[config.mk]
export PLATFORM = sky130hd
export DESIGN_NAME = amo_dmem_arbiter
export DESIGN_NICKNAME = d
export VERILOG_FILES = /design/src/rtl/amo_dmem_arbiter.sv
export SDC_FILE = /design/constraint.sdc
export NUM_CORES = 1
export LEC_CHECK = 0
export CAP_MARGIN = 30
export CORE_AREA = 2 2 120 122
export CTS_CLUSTER_SIZE = 10
export DETAILED_ROUTE_END_ITERATION = 10
export DIE_AREA = 0 0 122 124
export SLEW_MARGIN = 5
export SYNTH_ARGS = -nofsm -noshare
export SYNTH_HDL_FRONTEND = slang
export SYNTH_SLANG_ARGS = --single-unit
[constraint.sdc]
create_clock -name clk -period 3.9 [get_ports clk]
set_input_delay 1.17 -clock clk [delete_from_list [all_inputs] [get_ports clk]]
set_output_delay 1.17 -clock clk [all_outputs]
set_load 0.05 [all_outputs]
[src/rtl/amo_dmem_arbiter.sv]
// amo_dmem_arbiter: shares one data-memory port between the LSU and the AMO
// unit. An AMO read locks the port until its write-back, so the
// read-modify-write is atomic against LSU traffic. A watchdog drops a lock
// that is never completed and pulses amo_abort.
module amo_dmem_arbiter #(
  parameter int DATA_WIDTH   = 32,
  parameter int ADDR_WIDTH   = 32,
  parameter int LOCK_TIMEOUT = 15
) (
  input  logic                  clk,
  input  logic                  rst,
  input  logic                  lsu_req,
  input  logic                  lsu_we,
  input  logic [ADDR_WIDTH-1:0] lsu_addr,
  input  logic [DATA_WIDTH-1:0] lsu_wdata,
  input  logic [3:0]            lsu_mask,
  output logic                  lsu_gnt,
  output logic                  lsu_rvalid,
  output logic [DATA_WIDTH-1:0] lsu_rdata,
  input  logic                  amo_rd_en,
  input  logic                  amo_wr_en,
  input  logic [ADDR_WIDTH-1:0] amo_addr,
  input  logic [DATA_WIDTH-1:0] amo_wdata,
  output logic                  amo_gnt,
  output logic                  amo_rvalid,
  output logic [DATA_WIDTH-1:0] amo_rdata,
  output logic                  amo_abort,
  output logic                  mem_req,
  output logic                  mem_we,
  output logic [ADDR_WIDTH-1:0] mem_addr,
  output logic [DATA_WIDTH-1:0] mem_wdata,
  output logic [3:0]            mem_mask,
  input  logic [DATA_WIDTH-1:0] mem_rdata
);

  typedef enum logic {IDLE, LOCK} state_t;

  localparam logic [7:0] CNT_LAST = 8'(LOCK_TIMEOUT - 1);

  state_t                  state, state_nxt;
  logic [7:0]              lock_cnt, lock_cnt_nxt;
  logic [ADDR_WIDTH-1:0]   lock_addr;
  logic                    last_amo;     // 1: AMO won the last contested grant
  logic                    rd_pend_lsu, rd_pend_amo;
  logic                    lsu_rd_gnt, amo_rd_gnt;
  logic                    conflict;

  // Two requesters competing for the port from IDLE.
  assign conflict = (state == IDLE) && lsu_req && amo_rd_en;

  // Grant selection, memory mux, lock watchdog and next state.
  always_comb begin
    state_nxt    = state;
    lock_cnt_nxt = lock_cnt;
    lsu_gnt      = 1'b0;
    amo_gnt      = 1'b0;
    amo_abort    = 1'b0;
    lsu_rd_gnt   = 1'b0;
    amo_rd_gnt   = 1'b0;
    mem_req      = 1'b0;
    mem_we       = 1'b0;
    mem_addr     = '0;
    mem_wdata    = '0;
    mem_mask     = 4'b0000;
    if (!rst) begin
      case (state)
        IDLE: begin
          if (lsu_req && (!amo_rd_en || last_amo)) begin
            lsu_gnt    = 1'b1;
            lsu_rd_gnt = !lsu_we;
            mem_req    = 1'b1;
            mem_we     = lsu_we;
            mem_addr   = lsu_addr;
            mem_wdata  = lsu_wdata;
            mem_mask   = lsu_mask;
          end else if (amo_rd_en) begin
            amo_gnt      = 1'b1;
            amo_rd_gnt   = 1'b1;
            mem_req      = 1'b1;
            mem_addr     = amo_addr;
            mem_mask     = 4'b1111;
            lock_cnt_nxt = '0;
            state_nxt    = LOCK;
          end
          // a lone amo_wr_en in IDLE has no lock to write back: ignored
        end
        LOCK: begin
          // write-back beats a same-cycle timeout
          if (amo_wr_en) begin
            amo_gnt   = 1'b1;
            mem_req   = 1'b1;
            mem_we    = 1'b1;
            mem_addr  = lock_addr;
            mem_wdata = amo_wdata;
            mem_mask  = 4'b1111;
            state_nxt = IDLE;
          end else if (lock_cnt == CNT_LAST) begin
            amo_abort = 1'b1;
            state_nxt = IDLE;
          end else begin
            lock_cnt_nxt = lock_cnt + 8'd1;
          end
        end
        default: state_nxt = IDLE;
      endcase
    end
  end

  // State, lock bookkeeping, round-robin history and read-return tracking.
  always_ff @(posedge clk) begin
    if (rst) begin
      state       <= IDLE;
      lock_cnt    <= '0;
      lock_addr   <= '0;
      last_amo    <= 1'b1;
      rd_pend_lsu <= 1'b0;
      rd_pend_amo <= 1'b0;
    end else begin
      state       <= state_nxt;
      lock_cnt    <= lock_cnt_nxt;
      if (amo_rd_gnt) lock_addr <= amo_addr;
      if (conflict)   last_amo  <= amo_gnt;
      rd_pend_lsu <= lsu_rd_gnt;
      rd_pend_amo <= amo_rd_gnt;
    end
  end

  // Return data is shared; rvalid steers it. Suppressed while in reset so a
  // read granted just before reset never reports data.
  assign lsu_rvalid = rd_pend_lsu && !rst;
  assign amo_rvalid = rd_pend_amo && !rst;
  assign lsu_rdata  = mem_rdata;
  assign amo_rdata  = mem_rdata;

endmodule

==> results.md, run 1 <==
* Status: finished, final reports clean
* CP Capture Type: output port
* R2r startpoint: state
* Synth Area in Compound Gates at ~29%
* Syn-to-layout area delta at 98.72%
* Critical path's top delay family: buffers and inverters
* Worst reg-to-reg path cell count at 6
* PnR worst setup slack at between 60 and 70 ps
* Met3 GRT Util at under 10%
* DP Area at 5828 sq um
* Reg2Reg Setup Slack at 2190 ps
* DR vias at around 3700
* Final design utilization at ~45%
* Drt total wl at 16.21 mm
* Critical path launch point: amo_rd_en
* Maximum fanout along the worst path at 8
* DR iter-0 viols at 333
* Grt met1 use at a little under a quarter
* Worst hold path class: flop to flop
* Worst-Margin Slew at roughly 420 ps
* Worst path arrival time at approximately 2700 ps
* Post-synthesis mux area share at 0%
* Later-pin clock latency in the skew report at 280 ps
* Die H at around 120 um
* Fraction of layout cells with a size suffix above 1 at between 20% and 30%
* Highest Clock Rate at 0.2611 GHz
* Post-synthesis cell type count at 36
* Worst Path Buf+Inv at 5
* Largest net degree at the start of global routing at 35
* Final Cell Area at roughly 6200 sq um
* Fin Setup TNS at 0 ps
* HPWL Detailed at about 13 mm
* Most Crowded Layer GR: met2
* Post-Synth Simple-Gate Area at approximately a fifth
* Post-Syn Nets at between 500 and 600
* Vias in the first global route at 3564
* Most frequent cells in the layout: 133 x clkdlybuf4s50_1, 89 x nand2_1, 80 x buf_12
* Syn Area/Cell at between 7 and 8 sq um
* WP depth at 9
* P_sw at 618.7 uW
* Synth warn at 0
* Total track usage at about a fifth
* Clk pwr share at 27.3%
* Cell chosen for the clock root: clkbuf_16
* Mapped Area at 3124 sq um
* Final setup viols at 0
* TritonCTS clock tree: built
* Pwr dens at 292.0 nW/um^2
* Antenna viol nets, final at 0
* Capturing point of the worst reg2reg path: lock_cnt[4]
* Largest family of logic cells by synthesized area: compound AO/OA/AOI/OAI gates
* Clock Skew at roughly 7.0 ps
* Seq pwr share at between 20% and 30%
* # diodes at 0
* Buffer levels on the longest clock path at 2
* Reg clk slew, reported paths at ~70 ps
* Final period utilization at a little under 100%
* Endpoints failing hold at 0
* Max-slew violation count at 0
* RD Place Congestion at 0.9673
* Comb pwr share at approximately 46%
* Die ar. at 15130 sq um
* Synthesized flop and latch total at 44
* CTS Buf Count at 5
* Synth Area in Adders at 0.8010%
* Cells after Synth at about 420
* Worst setup path class: input pin to output port
* Max Cap Viol at 0
* Max-slew headroom at a little under three quarters
* Routed vias/inst at about 5
* Total grt overflow at 0
* Critical path cell sequence: dlygate4sd2_1 -> nor2b_2 -> buf_4 -> nor3_4 -> buf_12 -> buf_4 -> a22oi_1 -> nand2_1 -> buf_12
* CP Launch Type: input pin
* CTS HTree Levels at 2
* Initial antenna violation count at 0
* Ports at between 300 and 400
* P_int at ~1.2 mW
* Crit path to: mem_addr[16]
* Drt wl/cell at about 22 um
* Initial Utilization at about 23%
* Max VDD drop at between 0.0002 and 0.0003 V
* DIE WIDTH at ~120 um
* Placeable Area at 13720 sq um
* Most common cell after layout, fill and taps aside: clkdlybuf4s50_1
* Row count at 43
* Leak Pwr at between 2 and 2.5 nW
* Synth Area in XOR/XNOR at less than 1%
* Slowest stage delay, CP at 260 ps
* Grt met2 use at between 30% and 40%
* Sequential-to-total area share from yosys stat at ~28%
* Clk sinks at 44
* Buffers on Ports at 212
* WP data required at approximately 2700 ps
* Pre-CTS WS at -92.96 ps
* Minimum clock period at approximately 3800 ps
* NumNets Final at about 740
* DRC violations left at 0
* Router iterations before antenna repair at 8
* Global-route wire length before repair at 22.12 mm
* Slowest CP cell: nor2b_2
* Switch share at about a third
==> Yosys cell counts <==
library cell | count | share of area (%)
nand2_1 | 90 | 11
buf_4 | 66 | 16
dfxtp_1 | 44 | 28
a21oi_1 | 34 | 5.4
a22o_1 | 32 | 9.0
nor2_1 | 27 | 3.2
a222oi_1 | 21 | 6.7
clkbuf_1 | 16 | 1.9
buf_2 | 13 | 2.1
a22oi_1 | 11 | 2.6
a21o_1 | 7 | 1.7
o21ai_0 | 6 | 0.96
nand2b_1 | 5 | 1.0
nand3_1 | 5 | 0.80
nor3_1 | 5 | 0.80
o22a_1 | 5 | 1.4
nor2b_1 | 4 | 0.80
inv_1 | 3 | 0.36
ha_1 | 2 | 0.80
nor3b_1 | 2 | 0.48
nor4_1 | 2 | 0.40
o21ai_2 | 2 | 0.56
a21bo_2 | 1 | 0.32
a21oi_2 | 1 | 0.28
and2_1 | 1 | 0.20
and2b_1 | 1 | 0.24
and3_1 | 1 | 0.20
nand3b_1 | 1 | 0.24
nand4_1 | 1 | 0.20
nand4b_1 | 1 | 0.28
nor3_2 | 1 | 0.32
nor3b_4 | 1 | 0.60
o31ai_1 | 1 | 0.24
or3_4 | 1 | 0.36
or3b_2 | 1 | 0.28
xor2_1 | 1 | 0.28
==> how the worst min path moves through the flow <==
stage / cells past startpoint / from / slack (ps) / to
2_1_floorplan: 2 / lock_addr[0] / 440 / lock_addr[0]
3_3_place_gp: 2 / lock_addr[25] / 440 / lock_addr[25]
3_5_place_dp: 2 / lock_addr[1] / 450 / lock_addr[1]
4_1_cts: 2 / lock_addr[1] / 460 / lock_addr[1]
5_1_grt: 2 / lock_addr[27] / 480 / lock_addr[27]
6_report: 2 / lock_addr[1] / 460 / lock_addr[1]
==> kinds of logic (layout without fill, tap and decap cells) <==
kind of cell | count (synthesis) | count (layout)
DFF | 44 | 44
buffers and inverters | 98 | 248
and+or+nand+nor | 150 | 150
xor gates and xnor gates | 1 | 1
adders and majority gates | 2 | 2
AOI/OAI and AO/OA | 121 | 121
==> layer usage <==
metal  part of all wire (%)  wire length, um  vias to the layer above
li1                       -                -                     1721
met1                     39             6270                     1760
met2                     47             7655                      242
met3                     12             2018                       14
met4                    1.1              176                        2
met5                   0.55               89                        -
==> final cells by class <==
type / instances / area, sq um
repair buffers: 237 / 3158
flip-flops and latches: 44 / 880.8
multi-input cells: 274 / 1762
inverters: 3 / 11.26
fillers: 1282 / 7511
clock inverters: 3 / 46.29
clock buffers: 5 / 125.1
well taps: 180 / 225.2
==> per-stage QoR <==
stage	hold WS (ps)	power [mW]	instances
detailed placement	448.6	1.296	732
floorplan	436.0	1.005	416
global route	479.0	1.879	746
finish	455.2	1.813	746
CTS	458.9	1.820	744
global placement	440.9	1.290	732
==> power by group through the flow <==
stage | registers (mW) | logic [mW] | clock network [mW]
global route | 0.489 | 0.862 | 0.527
floorplan | 0.491 | 0.514 | 0
global placement | 0.496 | 0.795 | 0
detailed placement | 0.497 | 0.799 | 0
finish | 0.487 | 0.832 | 0.494
CTS | 0.486 | 0.823 | 0.511
==> worst register-to-register path: cells and delay by family (launching register included) <==
kind                   cells  cell delay, ps
flip-flops                 1             510
AO/OA/AOI/OAI              2             260
AND/OR/NAND/NOR            2             570
buffers and inverters      2             310
==> sequential cells by signal (all words and copies together) (netlist names) <==
signal and count:
state 1, lock_addr 32, rd_pend_amo 1, last_amo 1, rd_pend_lsu 1, lock_cnt 8
==> timing repair <==
| action | 4_1_cts | 5_1_grt |
|---|---|---|
| pin swaps | 5 | 5 |
| hold buffers | 0 | 0 |
| setup endpoints to repair | 54 | 52 |
| gates cloned | 0 | 1 |
| buffers inserted | 4 | 1 |
| resized for setup | 20 | 7 |
Note: power is estimated with default switching activity, not from simulation.
==> run 2: changes to the inputs <==
GPL_TIMING_DRIVEN = 0   (was not set)
==> results.md, run 2 (same netlist as run 1, synthesis figures left out) <==
* Highest Clock Rate at 0.2667 GHz (+2.2%)
* Fraction of layout cells with a size suffix above 1 at 27.05% (+2.8 points)
* Dpl cells at 872 (+19%)
* Vias in the first global route at 4026 (+13%)
* Largest net degree at the start of global routing at 14 (-60%)
* Worst reg-to-reg path cell count at 6 (unchanged)
* Endpoints failing hold at 0 (unchanged)
* Total grt overflow at 0 (unchanged)
* Max-slew headroom at 59.93% (-12 points)
* # diodes at 0 (unchanged)
* Finished Layout Cells at 886 (+19%)
* CP Capture Type: output port
* TritonCTS clock tree: built
* Ports at 309 (unchanged)
* Status: finished, final reports clean
* Minimum clock period at 3749 ps (-81.11 ps)
* Comb pwr share at 48.8% (+2.9 points)
* Reg clk slew, reported paths at 60 ps (about the same)
* Worst-Margin Slew at 603.4 ps (+179.5 ps)
* Pwr dens at 289.8 nW/um^2 (-0.75%)
* Cell chosen for the clock root: clkbuf_16
* Worst path arrival time at 2580 ps (-80 ps)
* Buffer levels on the longest clock path at 2 (unchanged)
* Max Cap Viol at 0 (unchanged)
* Final setup viols at 0 (unchanged)
* Final period utilization at 96.13% (-2.1 points)
* Most frequent cells in the layout: 197 x clkdlybuf4s50_1, 109 x buf_4, 89 x nand2_1
* Fin Setup TNS at 0 ps (unchanged)
* Row count at 43 (unchanged)
* CTS HTree Levels at 2 (unchanged)
* RD Place Congestion at 0.8957 (-7.4%)
* Total track usage at 21.64% (+1.6 points)
* HPWL Detailed at 14.61 mm (+14%)
* P_int at 1.080 mW (-9.6%)
* Worst hold path class: flop to flop
* Die H at 124 um (unchanged)
* Biggest regs: lock_addr (32), lock_cnt (8)
* Routed vias/inst at 4.743 (-5.4%)
* Drt total wl at 17.49 mm (+7.9%)
* Syn-to-layout area delta at 97.60%
* Drt wl/cell at 19.74 um (-9.2%)
* Total power at 1.789 mW (-1.3%)
* Maximum fanout along the worst path at 10 (+2)
* Clock Skew at 6.824 ps (-0.1301 ps)
* Most flops, register: lock_addr
* Most common cell after layout, fill and taps aside: clkdlybuf4s50_1
* WP data required at 2730 ps (about the same)
* DR vias at 4202 (+12%)
* Later-pin clock latency in the skew report at 280 ps (about the same)
* Worst hold stages at 2 (unchanged)
* Clk sinks at 44 (unchanged)
* Number of flip-flops under the largest register name at 32 (unchanged)
* DIE WIDTH at 122 um (unchanged)
* P_sw at 709.3 uW (+15%)
* CP Launch Type: input pin
* Switch share at 39.65% (+5.5 points)
* Slowest CP cell: dlygate4sd2_1
* Worst setup path class: input pin to output port
* CTS Buf Count at 5 (unchanged)
* Leak Pwr at 2.696 nW (+9.9%)
* Initial Utilization at 22.77% (unchanged)
* DR iter-0 viols at 258 (-23%)
* Die ar. at 15130 sq um (unchanged)
* RSZ-0062 raised after global routing: false
* Clk pwr share at 24.1% (-3.2 points)
* Initial antenna violation count at 0 (unchanged)
* Critical path cell sequence: dlygate4sd2_1 -> nor3_2 -> buf_4 -> buf_4 -> a21o_1 -> buf_2
* Seq pwr share at 27.1% (+0.3 points)
* Max-slew violation count at 0 (unchanged)
* Max VDD drop at 0.0001921 V (-33%)
* Placeable Area at 13720 sq um (unchanged)
* Global-route wire length before repair at 24.32 mm (+9.9%)
* Buffers on Ports at 276 (+30%)
* Slowest stage delay, CP at 340 ps (+80 ps)
* Crit-path most repeated cell: buf_4
* DRC violations left at 0 (unchanged)
* NumNets Final at 877 (+19%)
* Router iterations before antenna repair at 5 (-3)
* Antenna viol nets, final at 0 (unchanged)
-- run 2: cell type report --
class                           count  area, sq um
Tap cell                          180        225.2
Multi-Input combinational cell    274         1670
Sequential cell                    44        880.8
Timing Repair Buffer              282         2554
Inverter                            3        11.26
Buffer                             95        681.9
Fill cell                        1430         7546
Clock inverter                      1        7.507
Clock buffer                        7        142.6
-- run 2: timing repair --
| item | in CTS | in global routing |
|---|---|---|
| pin swaps | 3 | 5 |
| setup buffers | 6 | 0 |
| resized for setup | 434 | 21 |
| hold buffers | 0 | 0 |
| endpoints found under the setup margin | 75 | 69 |
-- run 2: path summary, 6_finish.rpt --
check,startpoint,to,slack (ps)
setup / recovery,rst,mem_mask[1],150
hold reg to reg,lock_addr[26],lock_addr[26],460
hold / removal,lock_addr[26],lock_addr[26],460
setup reg to reg,last_amo,lock_addr[31],2220
-- run 2: stage by stage --
step | worst slack [ps] | hold slack, ps | utilization, % | area, sq um
2_1_floorplan | 16.64 | 436.0 | - | 3134
3_3_place_gp | -1008 | 442.2 | 44.62 | 6122
3_5_place_dp | -1010 | 446.9 | 44.62 | 6122
4_1_cts | 1.736 | 456.4 | 44.71 | 6135
5_1_grt | 48.81 | 474.4 | 45.00 | 6173
6_report | 150.9 | 455.8 | 45.00 | 6173
-- run 2: worst max-delay path: cells and delay by family --
kind	cells	cell delay (ps)
buffers and inverters	4	1010
AND/OR/NAND/NOR	1	260
AO/OA/AOI/OAI	1	130
-- run 2: power groups by stage --
stage	registers (mW)	logic (mW)	clock network [mW]
4_1_cts	0.485	0.871	0.441
5_1_grt	0.488	0.911	0.458
6_report	0.486	0.872	0.431
3_3_place_gp	0.494	0.881	0
2_1_floorplan	0.491	0.514	0
3_5_place_dp	0.495	0.886	0
-- run 2: metal layers --
layer	part of all wire [%]	up-vias	track usage [%]
met3	10	34	7.143
met1	40	1961	25.64
li1	-	1999	-
met2	47	206	36.73
met5	0.39	-	3.472
met4	3.0	2	6.753
